File: config.mk
export PLATFORM = sky130hd
export DESIGN_NAME = mpu_i2c_target_flat
export DESIGN_NICKNAME = d
export VERILOG_FILES = /design/src/rtl/mpu_i2c_pkg.sv /design/src/rtl/mpu_i2c_target_if.sv /design/src/rtl/i2c_bus_cond.sv /design/src/rtl/mpu_i2c_target.sv /design/src/flat_wrapper.sv
export SDC_FILE = /design/constraint.sdc
export NUM_CORES = 1
export LEC_CHECK = 0
export ABC_AREA = 0
export BUFFER_PORTS_ARGS = -buffer_cell sky130_fd_sc_hd__buf_4
export CAP_MARGIN = 15
export CORE_AREA = 2 2 104 106
export DETAILED_ROUTE_END_ITERATION = 16
export DIE_AREA = 0 0 106 108
export MAX_ROUTING_LAYER = met4
export PLACE_DENSITY_LB_ADDON = 0.2
export RECOVER_POWER = 25
export SLEW_MARGIN = 20
export SYNTH_ARGS = -nofsm -noshare
export SYNTH_HDL_FRONTEND = slang
export SYNTH_SLANG_ARGS = --single-unit
File: constraint.sdc
create_clock -name clk_in -period 3.4 [get_ports clk_in]
set_clock_uncertainty 0.2 [all_clocks]
set_input_delay 0.34 -clock clk_in [delete_from_list [all_inputs] [get_ports clk_in]]
set_output_delay 0.34 -clock clk_in [all_outputs]
set_load 0.01 [all_outputs]
File: src/rtl/mpu_i2c_pkg.sv
// Shared types and register addresses for the MPU-6050 emulating I2C target.
package mpu_i2c_pkg;

    typedef enum logic [3:0] {
        ST_IDLE,
        ST_ADDR,
        ST_ADDR_ACK,
        ST_PTR,
        ST_PTR_ACK,
        ST_WDATA,
        ST_WACK,
        ST_RDATA,
        ST_RACK,
        ST_IGNORE
    } i2c_tgt_state_t;

    localparam logic [7:0] REG_GX_H       = 8'h43;
    localparam logic [7:0] REG_PWR_MGMT_1 = 8'h6B;
    localparam logic [7:0] REG_WHO_AM_I   = 8'h75;

    // Byte idx of the {gx, gy, gz} snapshot, big-endian (idx 0 = GX_H).
    function automatic logic [7:0] snap_byte(input logic [47:0] snap, input logic [2:0] idx);
        logic [7:0] b;
        case (idx)
            3'd0:    b = snap[47:40];
            3'd1:    b = snap[39:32];
            3'd2:    b = snap[31:24];
            3'd3:    b = snap[23:16];
            3'd4:    b = snap[15:8];
            3'd5:    b = snap[7:0];
            default: b = 8'h00;
        endcase
        return b;
    endfunction

endpackage

File: src/rtl/mpu_i2c_target_if.sv
// I2C pad-side signals of the target: raw SCL/SDA in, open-drain SDA enable out.
interface mpu_i2c_target_if;
    logic scl_in;
    logic sda_in;
    logic sda_oe_out;

    modport slave  (input scl_in, input sda_in, output sda_oe_out);
    modport master (output scl_in, output sda_in, input sda_oe_out);
endinterface

File: src/rtl/i2c_bus_cond.sv
// Synchronizes raw SCL/SDA and derives SCL edges plus START/STOP pulses.
module i2c_bus_cond (
    input  logic clk_in,
    input  logic rst_in,
    input  logic i_scl,
    input  logic i_sda,
    output logic o_sda,
    output logic o_scl_rise,
    output logic o_scl_fall,
    output logic o_start,
    output logic o_stop
);

    // bit 1 = SCL, bit 0 = SDA; reset to the idle (released) bus level
    logic [1:0] r_meta;
    logic [1:0] r_sync;
    logic [1:0] r_prev;

    always_ff @(posedge clk_in) begin
        if (rst_in) begin
            r_meta <= 2'b11;
            r_sync <= 2'b11;
            r_prev <= 2'b11;
        end else begin
            r_meta <= {i_scl, i_sda};
            r_sync <= r_meta;
            r_prev <= r_sync;
        end
    end

    assign o_sda      = r_sync[0];
    assign o_scl_rise =  r_sync[1] & ~r_prev[1];
    assign o_scl_fall = ~r_sync[1] &  r_prev[1];
    assign o_start    =  r_sync[1] &  r_prev[1] &  r_prev[0] & ~r_sync[0];
    assign o_stop     =  r_sync[1] &  r_prev[1] & ~r_prev[0] &  r_sync[0];

endmodule

File: src/rtl/mpu_i2c_target.sv
// I2C target answering the MPU-6050 gyro/PWR_MGMT_1/WHO_AM_I subset, gyro data from ports.
module mpu_i2c_target
    import mpu_i2c_pkg::*;
#(
    parameter logic [6:0] DEV_ADDR    = 7'h68,
    parameter logic [7:0] WHOAMI_VAL  = 8'h68,
    parameter logic [7:0] PWR_RST_VAL = 8'h40
) (
    input  logic                clk_in,
    input  logic                rst_in,
    mpu_i2c_target_if.slave     bus,
    input  logic signed [15:0]  gx_in,
    input  logic signed [15:0]  gy_in,
    input  logic signed [15:0]  gz_in,
    output logic [7:0]          pwr_mgmt_out,
    output logic                wr_valid_out,
    output logic [7:0]          wr_addr_out,
    output logic [7:0]          wr_data_out,
    output logic                busy_out
);

    logic w_sda, w_scl_rise, w_scl_fall, w_start, w_stop;

    i2c_bus_cond u_bus_cond (
        .clk_in     (clk_in),
        .rst_in     (rst_in),
        .i_scl      (bus.scl_in),
        .i_sda      (bus.sda_in),
        .o_sda      (w_sda),
        .o_scl_rise (w_scl_rise),
        .o_scl_fall (w_scl_fall),
        .o_start    (w_start),
        .o_stop     (w_stop)
    );

    i2c_tgt_state_t r_state, w_state_next;
    logic [3:0]  r_bit_cnt;
    logic [7:0]  r_shift, r_reg_ptr, r_pwr, r_wr_addr, r_wr_data;
    logic        r_wr_valid, r_rw, r_busy, r_sda_oe;
    logic [47:0] r_snap;
    logic        w_sda_oe_next, w_busy_next, w_wr_pulse, w_addr_hit;
    logic [2:0]  w_tx_idx;
    logic [7:0]  w_tx_byte, w_gyro_off;

    always_ff @(posedge clk_in) begin
        if (rst_in) r_state <= ST_IDLE;
        else        r_state <= w_state_next;
    end

    // Phases advance on SCL fall so SDA only moves while SCL is low.
    always_comb begin
        w_state_next = r_state;
        if (w_start) begin
            w_state_next = ST_ADDR;
        end else if (w_stop) begin
            w_state_next = ST_IDLE;
        end else begin
            unique case (r_state)
                ST_ADDR:     if (w_scl_fall && r_bit_cnt == 4'd8)
                                 w_state_next = (r_shift[7:1] == DEV_ADDR) ? ST_ADDR_ACK : ST_IGNORE;
                ST_ADDR_ACK: if (w_scl_fall && r_bit_cnt != 4'd0)
                                 w_state_next = r_rw ? ST_RDATA : ST_PTR;
                ST_PTR:      if (w_scl_fall && r_bit_cnt == 4'd8) w_state_next = ST_PTR_ACK;
                ST_PTR_ACK:  if (w_scl_fall && r_bit_cnt != 4'd0) w_state_next = ST_WDATA;
                ST_WDATA:    if (w_scl_fall && r_bit_cnt == 4'd8) w_state_next = ST_WACK;
                ST_WACK:     if (w_scl_fall && r_bit_cnt != 4'd0) w_state_next = ST_WDATA;
                ST_RDATA:    if (w_scl_fall && r_bit_cnt == 4'd8) w_state_next = ST_RACK;
                ST_RACK: begin
                    if (w_scl_rise && w_sda)                      w_state_next = ST_IGNORE;
                    else if (w_scl_fall && r_bit_cnt != 4'd0)     w_state_next = ST_RDATA;
                end
                default: ;
            endcase
        end
    end

    always_comb begin
        w_sda_oe_next = r_sda_oe;
        w_busy_next   = r_busy;
        w_addr_hit    = (r_state == ST_ADDR) && (w_state_next == ST_ADDR_ACK);
        w_wr_pulse    = (r_state == ST_WDATA) && (w_state_next == ST_WACK);
        w_tx_idx      = (r_state == ST_RDATA) ? ~r_bit_cnt[2:0] : 3'd7;
        if (w_start || w_stop) begin
            w_sda_oe_next = 1'b0;
        end else if (w_scl_fall) begin
            case (w_state_next)
                ST_ADDR_ACK, ST_PTR_ACK, ST_WACK: w_sda_oe_next = 1'b1;
                ST_RDATA:                         w_sda_oe_next = ~w_tx_byte[w_tx_idx];
                default:                          w_sda_oe_next = 1'b0;
            endcase
        end
        if (w_stop)          w_busy_next = 1'b0;
        else if (w_addr_hit) w_busy_next = 1'b1;
    end

    assign w_gyro_off = r_reg_ptr - REG_GX_H;

    always_comb begin
        w_tx_byte = 8'h00;
        if (w_gyro_off < 8'd6)                 w_tx_byte = snap_byte(r_snap, w_gyro_off[2:0]);
        else if (r_reg_ptr == REG_PWR_MGMT_1)  w_tx_byte = r_pwr;
        else if (r_reg_ptr == REG_WHO_AM_I)    w_tx_byte = WHOAMI_VAL;
    end

    always_ff @(posedge clk_in) begin
        if (rst_in) begin
            r_bit_cnt  <= '0;
            r_shift    <= '0;
            r_reg_ptr  <= '0;
            r_pwr      <= PWR_RST_VAL;
            r_wr_addr  <= '0;
            r_wr_data  <= '0;
            r_wr_valid <= 1'b0;
            r_rw       <= 1'b0;
            r_busy     <= 1'b0;
            r_sda_oe   <= 1'b0;
            r_snap     <= '0;
        end else begin
            r_sda_oe   <= w_sda_oe_next;
            r_busy     <= w_busy_next;
            r_wr_valid <= w_wr_pulse;
            if (w_start || (w_state_next != r_state))
                r_bit_cnt <= '0;
            else if (w_scl_rise && r_bit_cnt != 4'd8)
                r_bit_cnt <= r_bit_cnt + 4'd1;
            if (w_scl_rise)
                r_shift <= {r_shift[6:0], w_sda};
            // Gyro words are captured together so a burst read never tears.
            if (w_addr_hit) begin
                r_rw <= r_shift[0];
                if (r_shift[0])
                    r_snap <= {gx_in, gy_in, gz_in};
            end
            if (r_state == ST_PTR && w_state_next == ST_PTR_ACK)
                r_reg_ptr <= r_shift;
            else if ((r_state == ST_WACK && w_state_next == ST_WDATA) ||
                     (r_state == ST_RACK && w_state_next == ST_RACK && w_scl_rise))
                r_reg_ptr <= r_reg_ptr + 8'd1;
            if (w_wr_pulse) begin
                r_wr_addr <= r_reg_ptr;
                r_wr_data <= r_shift;
                if (r_reg_ptr == REG_PWR_MGMT_1)
                    r_pwr <= r_shift;
            end
        end
    end

    assign bus.sda_oe_out = r_sda_oe;
    assign pwr_mgmt_out   = r_pwr;
    assign wr_valid_out   = r_wr_valid;
    assign wr_addr_out    = r_wr_addr;
    assign wr_data_out    = r_wr_data;
    assign busy_out       = r_busy;

endmodule

File: src/flat_wrapper.sv
// flat-port wrapper written by rule: the top's interface ports become plain ports
module mpu_i2c_target_flat import mpu_i2c_pkg::*;
#(
    parameter logic [6:0] DEV_ADDR    = 7'h68,
    parameter logic [7:0] WHOAMI_VAL  = 8'h68,
    parameter logic [7:0] PWR_RST_VAL = 8'h40
)
  (clk_in, rst_in, gx_in, gy_in, gz_in, pwr_mgmt_out, wr_valid_out, wr_addr_out, wr_data_out, busy_out, bus_scl_in, bus_sda_in, bus_sda_oe_out);
  mpu_i2c_target_if bus_i ();
  input  logic clk_in;
  input  logic rst_in;
  input  logic signed [15:0] gx_in;
  input  logic signed [15:0] gy_in;
  input  logic signed [15:0] gz_in;
  output logic [7:0] pwr_mgmt_out;
  output logic wr_valid_out;
  output logic [7:0] wr_addr_out;
  output logic [7:0] wr_data_out;
  output logic busy_out;
  input wire logic [$bits(bus_i.scl_in)-1:0] bus_scl_in;
  input wire logic [$bits(bus_i.sda_in)-1:0] bus_sda_in;
  output wire logic [$bits(bus_i.sda_oe_out)-1:0] bus_sda_oe_out;
  assign bus_i.scl_in = bus_scl_in;
  assign bus_i.sda_in = bus_sda_in;
  assign bus_sda_oe_out = bus_i.sda_oe_out;
  mpu_i2c_target #(.DEV_ADDR(DEV_ADDR), .WHOAMI_VAL(WHOAMI_VAL), .PWR_RST_VAL(PWR_RST_VAL)) u_core (.clk_in(clk_in), .rst_in(rst_in), .bus(bus_i), .gx_in(gx_in), .gy_in(gy_in), .gz_in(gz_in), .pwr_mgmt_out(pwr_mgmt_out), .wr_valid_out(wr_valid_out), .wr_addr_out(wr_addr_out), .wr_data_out(wr_data_out), .busy_out(busy_out));
endmodule
# After elaboration in Yosys (flattened, before gate mapping)
# Cells that the tools add are included.
# op_classes
add_sub_neg,3
magnitude_cmp,2
n_eq_ne,25
mux,23
bitwise,13
n_reduce_logical,23
# ops
op,count
8-bit case mux with 6 select lines,1
4-bit 2-to-1 mux,11
"4-bit by 3-bit equality test with 1-bit output, second input constant",8
8-bit 2-to-1 mux,4
4-bit case mux with 7 select lines,1
"8-bit by 7-bit equality test with 1-bit output, second input constant",2
"4-bit by 2-bit equality test with 1-bit output, second input constant",3
"4-bit equality test, second input constant",3
1-bit logical AND,10
"8-bit by 1-bit adder with 8-bit output, second input constant",1
"8-bit by 3-bit < comparator with 1-bit output, second input constant",1
2-bit OR reduction,4
"8-bit by 7-bit subtractor with 8-bit output, second input constant",1
1-bit AND,7
"7-bit equality test, second input constant",1
7-bit 2-to-1 mux,1
"3-bit by 2-bit equality test with 1-bit output, second input constant",2
"3-bit equality test, second input constant",2
3-bit 2-to-1 mux,2
1-bit NOT,5
"4-bit by 1-bit adder with 4-bit output, second input constant",1
"4-bit by 1-bit equality test with 1-bit output, second input constant",1
"3-bit by 4-bit < comparator with 1-bit output, second input constant",1
4-bit inequality test,1
other kinds (12),15
# word_totals
ff_bits,106
inputBits,52
output_inout_bits,27
wordCells,104

# Logic depth before layout (Yosys ltp)
# Gate-level depths: netlist (run 1).
# depth
word_depth,14
depth_mapped,10
mapped_depth_nobuf,9

# By module
# A second synthesis (run 1) with hierarchy kept.
# hier_totals
hier_cells,629
hier_area_um2,5183.7
# modules_own_cells
mod,instances,cells_each,area_each_um2,seq_area_each_um2
mpu_i2c_target,1,613,4993.5,2001.9
i2c_bus_cond,1,16,190.2,120.1

# Worst setup path before layout (run 1)
# No wires, ideal clock.
# synth_path
path_kind,flip-flop to flip-flop
start,register u_core.r_bit_cnt[0]
end,register u_core.r_reg_ptr[4]
setup_ns,0.086
t_arrival_ns,2.233
t_required_ns,3.114
setup_slack_ns,0.881
stages_incl_launch_ff,10
path_buffers,0
synth_period_minus_slack_ns,2.519
path_cell_list,dfxtp_1 inv_1 ha_1 nor3b_1 a211oi_1 a211oi_1 nor4b_2 o2111ai_1 xor2_1 a211oi_1
# synth_via
elab_chain_len,12
elab_cells_between_ends,25
cone_classes,eq/ne (4); mux (12); reduce/logical (9)
# synth_lines
item,line,text
start: declaration,mpu_i2c_target.sv:37,logic [3:0] r_bit_cnt;
start signal: assignment,mpu_i2c_target.sv:125,r_bit_cnt <= r_bit_cnt + 4'd1;
4-bit nonzero test,--,
1-bit logical AND,--,
4-bit 2-to-1 mux,mpu_i2c_target.sv:70,else if (w_scl_fall && r_bit_cnt != 4'd0) w_state_next = ST_RDATA;
4-bit 2-to-1 mux,mpu_i2c_target.sv:69,if (w_scl_rise && w_sda) w_state_next = ST_IGNORE;
4-bit case mux with 7 select lines *,mpu_i2c_target.sv:58,unique case (r_state)
4-bit 2-to-1 mux *,mpu_i2c_target.sv:55,end else if (w_stop) begin
4-bit 2-to-1 mux *,mpu_i2c_target.sv:53,if (w_start) begin
4-bit equality test,mpu_i2c_target.sv:137,(r_state == ST_RACK && w_state_next == ST_RACK && w_scl_rise))
1-bit logical AND (2 in series),mpu_i2c_target.sv:137,
1-bit logical OR,mpu_i2c_target.sv:136,else if ((r_state == ST_WACK && w_state_next == ST_WDATA) ||
2-bit nonzero test (no source line),--,
end signal: assignment,mpu_i2c_target.sv:135,r_reg_ptr <= r_shift;
end signal: assignment,mpu_i2c_target.sv:138,r_reg_ptr <= r_reg_ptr + 8'd1;
end: declaration,mpu_i2c_target.sv:38,"logic [7:0] r_shift, r_reg_ptr, r_pwr, r_wr_addr, r_wr_data;"
# Mark *: on every way between the ends. The rest lies on a longest branch, timed or not.
# A chain may end at the register's enable or synchronous reset.

# Worst setup path in the final report (run 1)
# layout_path
start,register u_core.r_bit_cnt[0]
end,register u_core.r_reg_ptr[6]
# Same word-level chain as after synthesis.

==> results of run 1 <==
## cells in the mapped netlist, types with 6 or more instances
cell type and count:
o2111ai_1 6, or2_2 6, a21oi_1 77, mux2i_1 16
xor2_1 9, dfxtp_1 106, buf_2 8, a22oi_1 11
clkbuf_1 35, o21ai_0 9, nand2b_1 9, and3_1 6
nand2_1 140, nor2_1 43, nor2b_1 7, nor3_1 9
nand3_1 17, a211oi_1 17, ha_1 8
## state kept, by name, summed over array words and instances, names as in the netlist
| register | count |
|---|---|
| u_core.u_bus_cond.r_meta | 2 |
| u_core.wr_valid_out | 1 |
| u_core.wr_addr_out | 8 |
| u_core.r_state | 4 |
| u_core.busy_out | 1 |
| u_core.r_rw | 1 |
| u_core.r_bit_cnt | 4 |
| u_core.r_shift | 8 |
| u_core.u_bus_cond.r_sync | 2 |
| u_core.pwr_mgmt_out | 8 |
| u_core.u_bus_cond.r_prev | 2 |
| u_core.r_reg_ptr | 8 |
| u_core.wr_data_out | 8 |
| u_core.bus.sda_oe_out | 1 |
| u_core.r_snap | 48 |
## power by group through the flow
stage / clock network (mW) / registers [mW] / logic, mW
finish: 0.813 / 1.25 / 0.0997
global route: 0.884 / 1.25 / 0.109
CTS: 0.828 / 1.25 / 0.100
detailed placement: 0 / 1.28 / 0.0982
global placement: 0 / 1.28 / 0.0977
floorplan: 0 / 1.28 / 0.0440
## layout make-up
type                    instances  area, um^2
fillers                      1006        4440
clock buffers                  10         128
repair buffers                 90         592
inverters                       5        18.8
clock inverters                 3        67.6
flip-flops and latches        106        2120
multi-input cells             466        2690
well taps                     136         170
## through the flow
stage	setup WS (ns)	cells
2_1_floorplan	0.881	622
3_3_place_gp	0.572	801
3_5_place_dp	0.582	801
4_1_cts	0.564	816
5_1_grt	0.209	816
6_report	0.442	816
## logic make-up after synthesis
group	share of synthesized area (%)
adders and majority gates	2.00
xor gates and xnor gates	2.27
and+or+nand+nor	24.9
muxes	3.42
DFF	42.4
buffers and inverters	4.17
AOI/OAI and AO/OA	20.9
## metal layers
metal,up-vias,track usage [%],wire length (um)
li1,2292,-,-
met1,2130,32.3,6020
met2,117,35.6,6050
met3,18,3.74,566
met4,0,6.39,177
met5,-,-,0
## final timing paths
kind / cells after the start / slack, ns / end / start
max reg2reg: 10 / 0.44 / u_core.r_reg_ptr[6] / u_core.r_bit_cnt[0]
max: 10 / 0.44 / u_core.r_reg_ptr[6] / u_core.r_bit_cnt[0]
min reg2reg: 1 / 0.21 / u_core.u_bus_cond.r_sync[1] / u_core.u_bus_cond.r_meta[1]
min: 3 / 0.005 / u_core.r_snap[38] / gx_in[6]
## worst reg2reg max path, cell delays in order, from the launching register on
cell and delay, ns:
dfxtp_1 0.38, inv_1 0.11, ha_1 0.20, nor3b_1 0.47, a211oi_1 0.10, a211oi_1 0.45
nor4b_2 0.10, buf_4 0.19, o2111ai_1 0.23, xor2_1 0.19, a211oi_1 0.09
## timing repair
item | in CTS | in global routing
setup buffers | 0 | 0
endpoints found under the hold margin | 2 | 0
hold buffers | 2 | 0
==> results.md, run 1 <==
* Status: finished, violations left
* Failing checks: max-capacitance violations, max-slew violations
* Initial drt markers at 240
* Initial antenna violation count at 0
* Final min period at 2.96 ns
* Total wire length at 12800 um
* Max Fclk at 338 MHz
* Clock Tree Buf Depth at 2
* Cts repair resizes at 0
* Critical path class: reg2reg
* Initial core utilization at 49.0%
* Setup TNS at 0 ns
* Clock latency on the worst-skew pair at 0.37 ns
* Chip width at 106 um
* Average via count per standard cell at 5.58
* Routed Antenna Nets at 0
* CTS root buffer: clkbuf_8
* Commonest non-fill, non-tap cell in the layout: nand2_1
* Post-route DRC at 0
* Critical Path Sink Type: flop
* IO Pins at 79
* Sw Pwr at 0.463 mW
* GPL Wtd Cong at 0.918
* Most used cell along the critical path: a211oi_1
* Register bit total from synthesis at 106
* Async SR Flop Fraction at 0%
* Pleak at 1.96 nW
* CTS sink count at 106
* Vias in the first global route at 4142
* Commonest cells after routing, fill and taps aside: nand2_1, dfxtp_1, a21oi_1, buf_4, nor2_1
* Slew @ Worst Pin at 2.71 ns
* WP data required at 3.32 ns
* Crit path DAT at 2.88 ns
* Max_cap viols at 1
* Post-synth top area share at 42.4%
* Int Pwr at 1.70 mW
* Post-Syn Instances at 622
* Worst-path fanout max at 8
* Fin crit share at 87.0%
* Post-Syn Area at 5010 um^2
* Rel. slew slack at -80.4%
* Htree depth at 3
* Die area at 11400 um^2
* Core Rows at 37
* Clock power frac at 37.6%
* Crit path largest cell delay at 0.47 ns
* Power per cell area at 374 nW/um^2
* Number of synthesized flops with an enable pin at 0
* Slowest CP cell: nor3b_1
* Die H at 108 um
* Syn nets at 682
* Nets at 738
* Comb pwr share at 4.6%
* Total global-route track usage at 23.3%
* I/O Buffers at 78
* Bufs and invs on worst path at 2
* Critical path launch point type: flop
* Top Family by Delay on Critical Path: compound AO/OA/AOI/OAI gates
* Reg power frac at 57.8%
* First-pass GRT wire length at 20700 um
* Class of the worst hold path: in2reg
* Yosys cell types at 59
* TritonCTS clock tree: done
* Core Footprint at 10200 um^2
* Final Hold Fails at 0
* Estimated wirelength of the detail-placed design at 9090 um
* VDD IR max at 0.000217 V
* Placed inst area at 5680 um^2
* Post-synthesis sequential area ratio at 42.4%
* Crit-path cells: inv_1 > ha_1 > nor3b_1 > a211oi_1 > a211oi_1 > nor4b_2 > buf_4 > o2111ai_1 > xor2_1 > a211oi_1
* Switching Fraction at 21.4%
* Total gr overflow at 0
* Fraction of layout cells with a size suffix above 1 at 13.4%
* Dominant synthesized flop cell: dfxtp_1
* Clock transition at path regs at 0.10 ns
* Syn_area_per_cell at 8.05 um^2
* Pin count of the biggest net entering global routing at 64
* Post-synth top area cell: dfxtp_1
* Total CTS buffers at 9
* Area growth syn-to-layout at 15.6%
* Inserted Diodes at 0
* Slew Viols, Final at 64
* Top post-synthesis cells by area: dfxtp_1, nand2_1, a21oi_1
* Total power at 2.16 mW
* 1st-pass router iterations at 7
* RSZ-0062 raised after global routing: no
* Setup-failing EPs final at 0
* Finished Cell Area at 5790 um^2
* Total of warnings raised by yosys at 0
* Via count at 4557
* Post-layout util at 56.6%
* Fin Hold WS at 0.00496 ns
* Routed wire per std cell at 15.7 um
Power figures use the tool's default switching activity.
==> run 2: changes to the inputs <==
CORE_AREA = 2 2 105 107   (was 2 2 104 106)
DIE_AREA = 0 0 107 109   (was 0 0 106 108)
SYNTH_HIERARCHICAL = 1   (was unset)
==> results.md, run 2 <==
* Total CTS buffers at 9 (unchanged)
* FF-to-FF setup slack at 0.26 ns (was 0.44 ns)
* Adder-Cell Fraction of Synth Area at 1.93% (was 2.00%)
* Storage cell area at 2120 um^2 (unchanged)
* Pin count of the biggest net entering global routing at 64 (unchanged)
* R2R depth at 10 (unchanged)
* Dominant synthesized flop cell: dfxtp_1 (unchanged)
* Top post-synthesis cells by area: dfxtp_1, nand2_1, a21oi_1 (unchanged)
* I/O Buffers at 78 (unchanged)
* Synth Area in XOR/XNOR at 1.01% (was 2.27%)
* Vias in the first global route at 4414 (was 4142)
* Final Hold Fails at 0 (unchanged)
* Critical Path Sink Type: flop (unchanged)
* Post-synthesis sequential area ratio at 40.9% (was 42.4%)
* Core Footprint at 10600 um^2 (was 10200 um^2)
* IO Pins at 79 (unchanged)
* Async SR Flop Fraction at 0% (unchanged)
* Commonest cells after routing, fill and taps aside: nand2_1, dfxtp_1, a21oi_1, buf_4, nor2_1 (unchanged)
* Status: finished clean (was finished, violations left)
* Fraction of layout cells with a size suffix above 1 at 15.7% (was 13.4%)
* Crit-path cells: inv_1 > ha_1 > or3b_1 > a22oi_1 > o221ai_1 > a21oi_2 > and3_4 > buf_4 > nand3_1 > a21oi_1 (was inv_1 > ha_1 > nor3b_1 > a211oi_1 > a211oi_1 > nor4b_2 > buf_4 > o2111ai_1 > xor2_1 > a211oi_1)
* Total gr overflow at 0 (unchanged)
* Initial drt markers at 316 (was 240)
* Core Rows at 38 (was 37)
* Setup crit end: u_core/pwr_mgmt_out[5] (was u_core.r_reg_ptr[6])
* Yosys cell types at 74 (was 59)
* Inserted Diodes at 0 (unchanged)
* Worst-path fanout max at 19 (was 8)
* Crit path largest cell delay at 0.48 ns (was 0.47 ns)
* Syn nets at 689 (was 682)
* Clock transition at path regs at 0.10 ns (about the same)
* Fill count at 980 (was 1006)
* Register bit total from synthesis at 106 (unchanged)
* Wire length on met2 at 6730 um (was 6050 um)
* Bufs and invs on worst path at 2 (unchanged)
* Setup-failing EPs final at 0 (unchanged)
* Nets at 771 (was 738)
* TritonCTS clock tree: done (unchanged)
* Clock latency on the worst-skew pair at 0.38 ns (was 0.37 ns)
* Metal-1 WL at 6680 um (was 6020 um)
* Post-Syn Area at 5180 um^2 (was 5010 um^2)
* Post-Synth Simple-Gate Area at 26.2% (was 24.9%)
* Cts repair resizes at 0 (unchanged)
* Slew Viols, Final at 0 (was 64)
* Die area at 11700 um^2 (was 11400 um^2)
* Post-route DRC at 0 (unchanged)
* Class of the worst hold path: in2reg (unchanged)
* Max Fclk at 318 MHz (was 338 MHz)
* Most flop-heavy register: u_core/r_snap (was u_core.r_snap)
* Total of warnings raised by yosys at 6 (was 0)
* Commonest non-fill, non-tap cell in the layout: nand2_1 (unchanged)
* WP data required at 3.51 ns (was 3.32 ns)
* Estimated wirelength of the detail-placed design at 9970 um (was 9090 um)
* Post-layout util at 58.1% (was 56.6%)
* Crit path DAT at 3.25 ns (was 2.88 ns)
* Met3 WL at 766 um (was 566 um)
* Die H at 109 um (was 108 um)
* CTS root buffer: clkbuf_8 (unchanged)
* Initial core utilization at 48.9% (was 49.0%)
* Htree depth at 3 (unchanged)
* CTS sink count at 106 (unchanged)
* Area growth syn-to-layout at 18.8% (was 15.6%)
* Max_cap viols at 0 (was 1)
* Critical R2R Launch: u_core/r_bit_cnt[1] (was u_core.r_bit_cnt[0])
* Total wire length at 14400 um (was 12800 um)
* Top post-synthesis cells by count: nand2_1, dfxtp_1, a21oi_1 (unchanged)
* Clock Tree Buf Depth at 2 (unchanged)
* Syn_area_per_cell at 8.24 um^2 (was 8.05 um^2)
* Inst Count DP at 814 (was 801)
* Chip width at 107 um (was 106 um)
* Critical path class: reg2reg (unchanged)
* Slowest CP cell: or3b_1 (was nor3b_1)
* 1st-pass router iterations at 5 (was 7)
* Routed wire per std cell at 16.8 um (was 15.7 um)
* VDD IR max at 0.000181 V (was 0.000217 V)
* Worst R2R End: u_core/pwr_mgmt_out[5] (was u_core.r_reg_ptr[6])
* Power per cell area at 374 nW/um^2 (about the same)
* Total global-route track usage at 25.7% (was 23.3%)
* GPL Wtd Cong at 0.918 (about the same)
* Largest family of logic cells by synthesized area: simple AND/OR/NAND/NOR gates (unchanged)
* Multi-input logic area at 2760 um^2 (was 2690 um^2)
* Pleak at 2.12 nW (was 1.96 nW)
* Via count at 4850 (was 4557)
* Post-Syn Instances at 629 (was 622)
* Compound-gate portion of the synthesized area at 20.6% (was 20.9%)
* Number of synthesized flops with an enable pin at 0 (unchanged)
* First-pass GRT wire length at 22900 um (was 20700 um)
* Routed Antenna Nets at 0 (unchanged)
* Crit. path cell count at 10 (unchanged)
* Average via count per standard cell at 5.67 (was 5.58)
* Critical path startpoint: u_core/r_bit_cnt[1] (was u_core.r_bit_cnt[0])
* Critical path launch point type: flop (unchanged)
* Fin crit share at 92.3% (was 87.0%)
* Setup TNS at 0 ns (unchanged)
* Final min period at 3.14 ns (was 2.96 ns)
* Number of flip-flops in the largest register at 48 (unchanged)
* Top-count cell post-synth: nand2_1 (unchanged)
* RSZ-0062 raised after global routing: no (unchanged)
* Top Metal Used: met4 (unchanged)
* Top Family by Delay on Critical Path: compound AO/OA/AOI/OAI gates (unchanged)
* Rel. slew slack at 51.6% (was -80.4%)
* Final Non-Filler Cells at 855 (was 816)
* Initial antenna violation count at 0 (unchanged)
* Slew @ Worst Pin at 0.719 ns (was 2.71 ns)
* Post-synth top area cell: dfxtp_1 (unchanged)
* Post-synth top area share at 40.9% (was 42.4%)
* Mux contribution to synthesized area at 3.62% (was 3.42%)
[run 2: metal layers]
layer	track usage [%]	up-vias
met5	-	-
met3	3.41	18
met2	39.4	178
li1	-	2387
met4	8.53	0
met1	35.2	2267
[run 2: worst reg2reg max path: cells and delay by family (launching register included)]
kind / cells / cell delay [ns]
AOI/OAI and AO/OA: 4 / 1.04
and+or+nand+nor: 3 / 0.86
DFF: 1 / 0.37
buffers and inverters: 2 / 0.35
adders and majority gates: 1 / 0.24
[run 2: worst min path at each step]
stage,end,startpoint,depth (start not counted),slack (ns)
final,u_core/r_snap[32],gx_in[0],3,0.01
after global routing,u_core/r_snap[37],gx_in[5],3,0.006
after CTS,u_core/r_snap[37],gx_in[5],3,0.001
after detailed placement,u_core/u_bus_cond/r_sync[1],u_core/u_bus_cond/r_meta[1],1,0.20
after global placement,u_core/u_bus_cond/r_sync[0],u_core/u_bus_cond/r_meta[0],1,0.19
after floorplan,u_core/u_bus_cond/r_sync[0],u_core/u_bus_cond/r_meta[0],1,0.18
[run 2: area by class of cell]
cell class,count,share of cell area (%)
timing repair buffer,118,14.6
clock inverter,5,0.650
inverter,8,0.488
clock buffer,10,2.07
tap,140,2.84
multi-input combinational,468,44.9
sequential,106,34.5
[run 2: logic make-up (layout without fill, tap and decap cells)]
| logic type | count (synthesis) | after routing |
|---|---|---|
| compound gates | 160 | 160 |
| simple gates | 276 | 276 |
| xor+xnor | 6 | 6 |
| buf+inv | 55 | 141 |
| mux | 18 | 18 |
| flops | 106 | 106 |
| fa+ha+maj | 8 | 8 |
[run 2: stage by stage]
step / hold WS [ns] / instance area, um^2 / setup slack, ns / total power, mW
2_1_floorplan: 0.183 / 5180 / 0.586 / 1.49
3_3_place_gp: 0.191 / 5810 / 0.308 / 1.59
3_5_place_dp: 0.202 / 5810 / 0.282 / 1.59
4_1_cts: 0.00114 / 6220 / 0.249 / 2.32
5_1_grt: 0.00607 / 6160 / 0.0111 / 2.41
6_report: 0.0112 / 6160 / 0.260 / 2.30
[run 2: timing repair]
action,CTS,global route
endpoints found under the setup margin,0,4
hold buffers,25,0
buffers inserted,0,1
endpoints found under the hold margin,25,0
[run 2: where the power goes]
group | total (mW) | internal [mW] | switching (mW)
logic | 0.306 | 0.135 | 0.171
clock network | 0.714 | 0.269 | 0.445
registers | 1.28 | 1.25 | 0.0311
total | 2.30 | 1.66 | 0.647
==> run 3: changes to the inputs <==
==> constraint.sdc (replaced) <==
create_clock -name clk_in -period 3.4 [get_ports clk_in]
set_clock_uncertainty 0.2 [all_clocks]
set_input_delay 0.51 -clock clk_in [delete_from_list [all_inputs] [get_ports clk_in]]
set_output_delay 0.51 -clock clk_in [all_outputs]
set_load 0.01 [all_outputs]
==> results.md, run 3 (synthesis gave the netlist of run 2 again) <==
* Routed wire per std cell at 17.0 um (was 16.8 um)
* Slew Viols, Final at 0 (unchanged)
* R2R depth at 9 (was 10)
* Total CTS buffers at 9 (unchanged)
* Final min period at 3.14 ns (about the same)
* Routed Antenna Nets at 0 (unchanged)
* Post-route DRC at 0 (unchanged)
* Initial drt markers at 290 (was 316)
* Fraction of layout cells with a size suffix above 1 at 16.2% (was 15.7%)
* Clock Tree Buf Depth at 2 (unchanged)
* Fill count at 1009 (was 980)
* Htree depth at 3 (unchanged)
* Slowest CP cell: dfxtp_1 (was or3b_1)
* RSZ-0062 raised after global routing: no (unchanged)
* Critical path launch point type: flop (unchanged)
* Placed inst area at 5810 um^2 (unchanged)
* CTS sink count at 106 (unchanged)
* Commonest non-fill, non-tap cell in the layout: nand2_1 (unchanged)
* Max Fclk at 318 MHz (about the same)
* Most flop-heavy register: u_core/r_snap (unchanged)
* Status: finished clean (unchanged)
* Crit path DAT at 3.24 ns (was 3.25 ns)
* TritonCTS clock tree: done (unchanged)
* Commonest cells after routing, fill and taps aside: nand2_1, dfxtp_1, a21oi_1, buf_4, nor2_1 (unchanged)
* Rel. slew slack at 51.7% (was 51.6%)
* Cts repair resizes at 0 (unchanged)
* Final Hold Fails at 0 (unchanged)
* Initial antenna violation count at 0 (unchanged)
* Critical path class: reg2reg (unchanged)
* Setup TNS at 0 ns (unchanged)
* Initial core utilization at 48.9% (unchanged)
* Total wire length at 14100 um (was 14400 um)
* Slew @ Worst Pin at 0.717 ns (was 0.719 ns)
* Power per cell area at 386 nW/um^2 (was 374 nW/um^2)
* Critical path startpoint: u_core/r_reg_ptr[0] (was u_core/r_bit_cnt[1])
* Critical Path Sink Type: flop (unchanged)
* Bufs and invs on worst path at 1 (was 2)
* Pin count of the biggest net entering global routing at 64 (unchanged)
* Core Footprint at 10600 um^2 (unchanged)
* Total gr overflow at 0 (unchanged)
* Total power at 2.28 mW (was 2.30 mW)
* FF-to-FF setup slack at 0.26 ns (about the same)
* Inserted Diodes at 0 (unchanged)
* Finished Cell Area at 5910 um^2 (was 6160 um^2)
* Final Non-Filler Cells at 830 (was 855)
* GPL Wtd Cong at 0.918 (unchanged)
* Setup-failing EPs final at 0 (unchanged)
* CTS root buffer: clkbuf_8 (unchanged)
* Crit path largest cell delay at 0.55 ns (was 0.48 ns)
* First-pass GRT wire length at 22500 um (was 22900 um)
* Nets at 746 (was 771)
* Crit-path cells: ha_1 > xor2_1 > buf_4 > mux2_2 > a222oi_1 > o2111ai_1 > nand4_1 > o21ai_0 > o31ai_1 (was inv_1 > ha_1 > or3b_1 > a22oi_1 > o221ai_1 > a21oi_2 > and3_4 > buf_4 > nand3_1 > a21oi_1)
* VDD IR max at 0.000181 V (about the same)
* I/O Buffers at 78 (unchanged)
* Fin crit share at 92.4% (was 92.3%)
* WP data required at 3.50 ns (was 3.51 ns)
* Max_cap viols at 0 (unchanged)
* Total global-route track usage at 25.3% (was 25.7%)
* Clock latency on the worst-skew pair at 0.38 ns (about the same)
* Die area at 11700 um^2 (unchanged)
* Average via count per standard cell at 5.70 (was 5.67)
* Worst min-delay path startpoint: bus_scl_in (was gx_in[0])
* Critical R2R Launch: u_core/r_reg_ptr[0] (was u_core/r_bit_cnt[1])
* Vias in the first global route at 4291 (was 4414)
* Estimated wirelength of the detail-placed design at 9970 um (unchanged)
* Area growth syn-to-layout at 14.0% (was 18.8%)
* 1st-pass router iterations at 5 (unchanged)
* Fin Hold WS at 0.117 ns (was 0.0112 ns)
* Crit. path cell count at 9 (was 10)
* Pleak at 2.02 nW (was 2.12 nW)
* Number of flip-flops in the largest register at 48 (unchanged)
* Clock transition at path regs at 0.10 ns (about the same)
* WHS Path Cells at 2 (was 3)
* IO Pins at 79 (unchanged)
* Die H at 109 um (unchanged)
* Top Family by Delay on Critical Path: compound AO/OA/AOI/OAI gates (unchanged)
* Worst-path fanout max at 15 (was 19)
* Class of the worst hold path: in2reg (unchanged)
* Inst Count DP at 814 (unchanged)
* Via count at 4735 (was 4850)
* Core Rows at 38 (unchanged)
* Chip width at 107 um (unchanged)
[run 3: changes by cell type in the layout (fill, tap and decap cells not counted), sizes merged]
cell / delta
clkbuf: -2
buf: +2
dlygate4sd3: -25
[run 3: metal layers]
| layer | routed length, um | global-route usage [%] | vias up | part of all wire [%] |
|---|---|---|---|---|
| met5 | 0 | - | - | 0 |
| li1 | - | - | 2339 | - |
| met3 | 712 | 3.41 | 12 | 5.1 |
| met2 | 6590 | 38.4 | 158 | 47 |
| met4 | 169 | 8.53 | 0 | 1.2 |
| met1 | 6610 | 34.9 | 2226 | 47 |
[run 3: final timing paths]
check,endpoint
setup / recovery,u_core/bus.sda_oe_out
hold / removal,u_core/u_bus_cond/r_meta[1]
hold reg to reg,u_core/u_bus_cond/r_sync[0]
setup reg to reg,u_core/bus.sda_oe_out
[run 3: worst reg2reg max path, stage by stage (launching register included)]
cell and delay, ns:
dfxtp_1 0.55, ha_1 0.46, xor2_1 0.17, buf_4 0.24
mux2_2 0.36, a222oi_1 0.47, o2111ai_1 0.16, nand4_1 0.13
o21ai_0 0.11, o31ai_1 0.22
[run 3: metrics by stage]
step                      worst slack (ns)  util (%)
after floorplan                      0.586         -
after global placement               0.308      54.8
after detailed placement             0.282      54.8
after CTS                            0.249      56.3
after global routing                0.0111      55.7
final                                0.260      55.7
[run 3: repair_timing]
item                       in CTS  in global routing
setup endpoints to repair       0                  4
hold buffers                    0                  0
setup buffers                   0                  1
[run 3: area by class of cell]
cell class | instances | area (um^2) | share of cell area [%]
clock buffers | 10 | 128 | 2.16
inverters | 8 | 30.0 | 0.508
repair buffers | 93 | 648 | 11.0
flip-flops and latches | 106 | 2120 | 35.9
multi-input cells | 468 | 2760 | 46.8
well taps | 140 | 175 | 2.97
clock inverters | 5 | 40.0 | 0.678
[run 3: power breakdown]
group | internal (mW) | switching [mW] | leakage (nW)
clock network | 0.270 | 0.445 | 0.0807
logic | 0.116 | 0.164 | 1.08
registers | 1.25 | 0.0315 | 0.855
total | 1.64 | 0.641 | 2.02
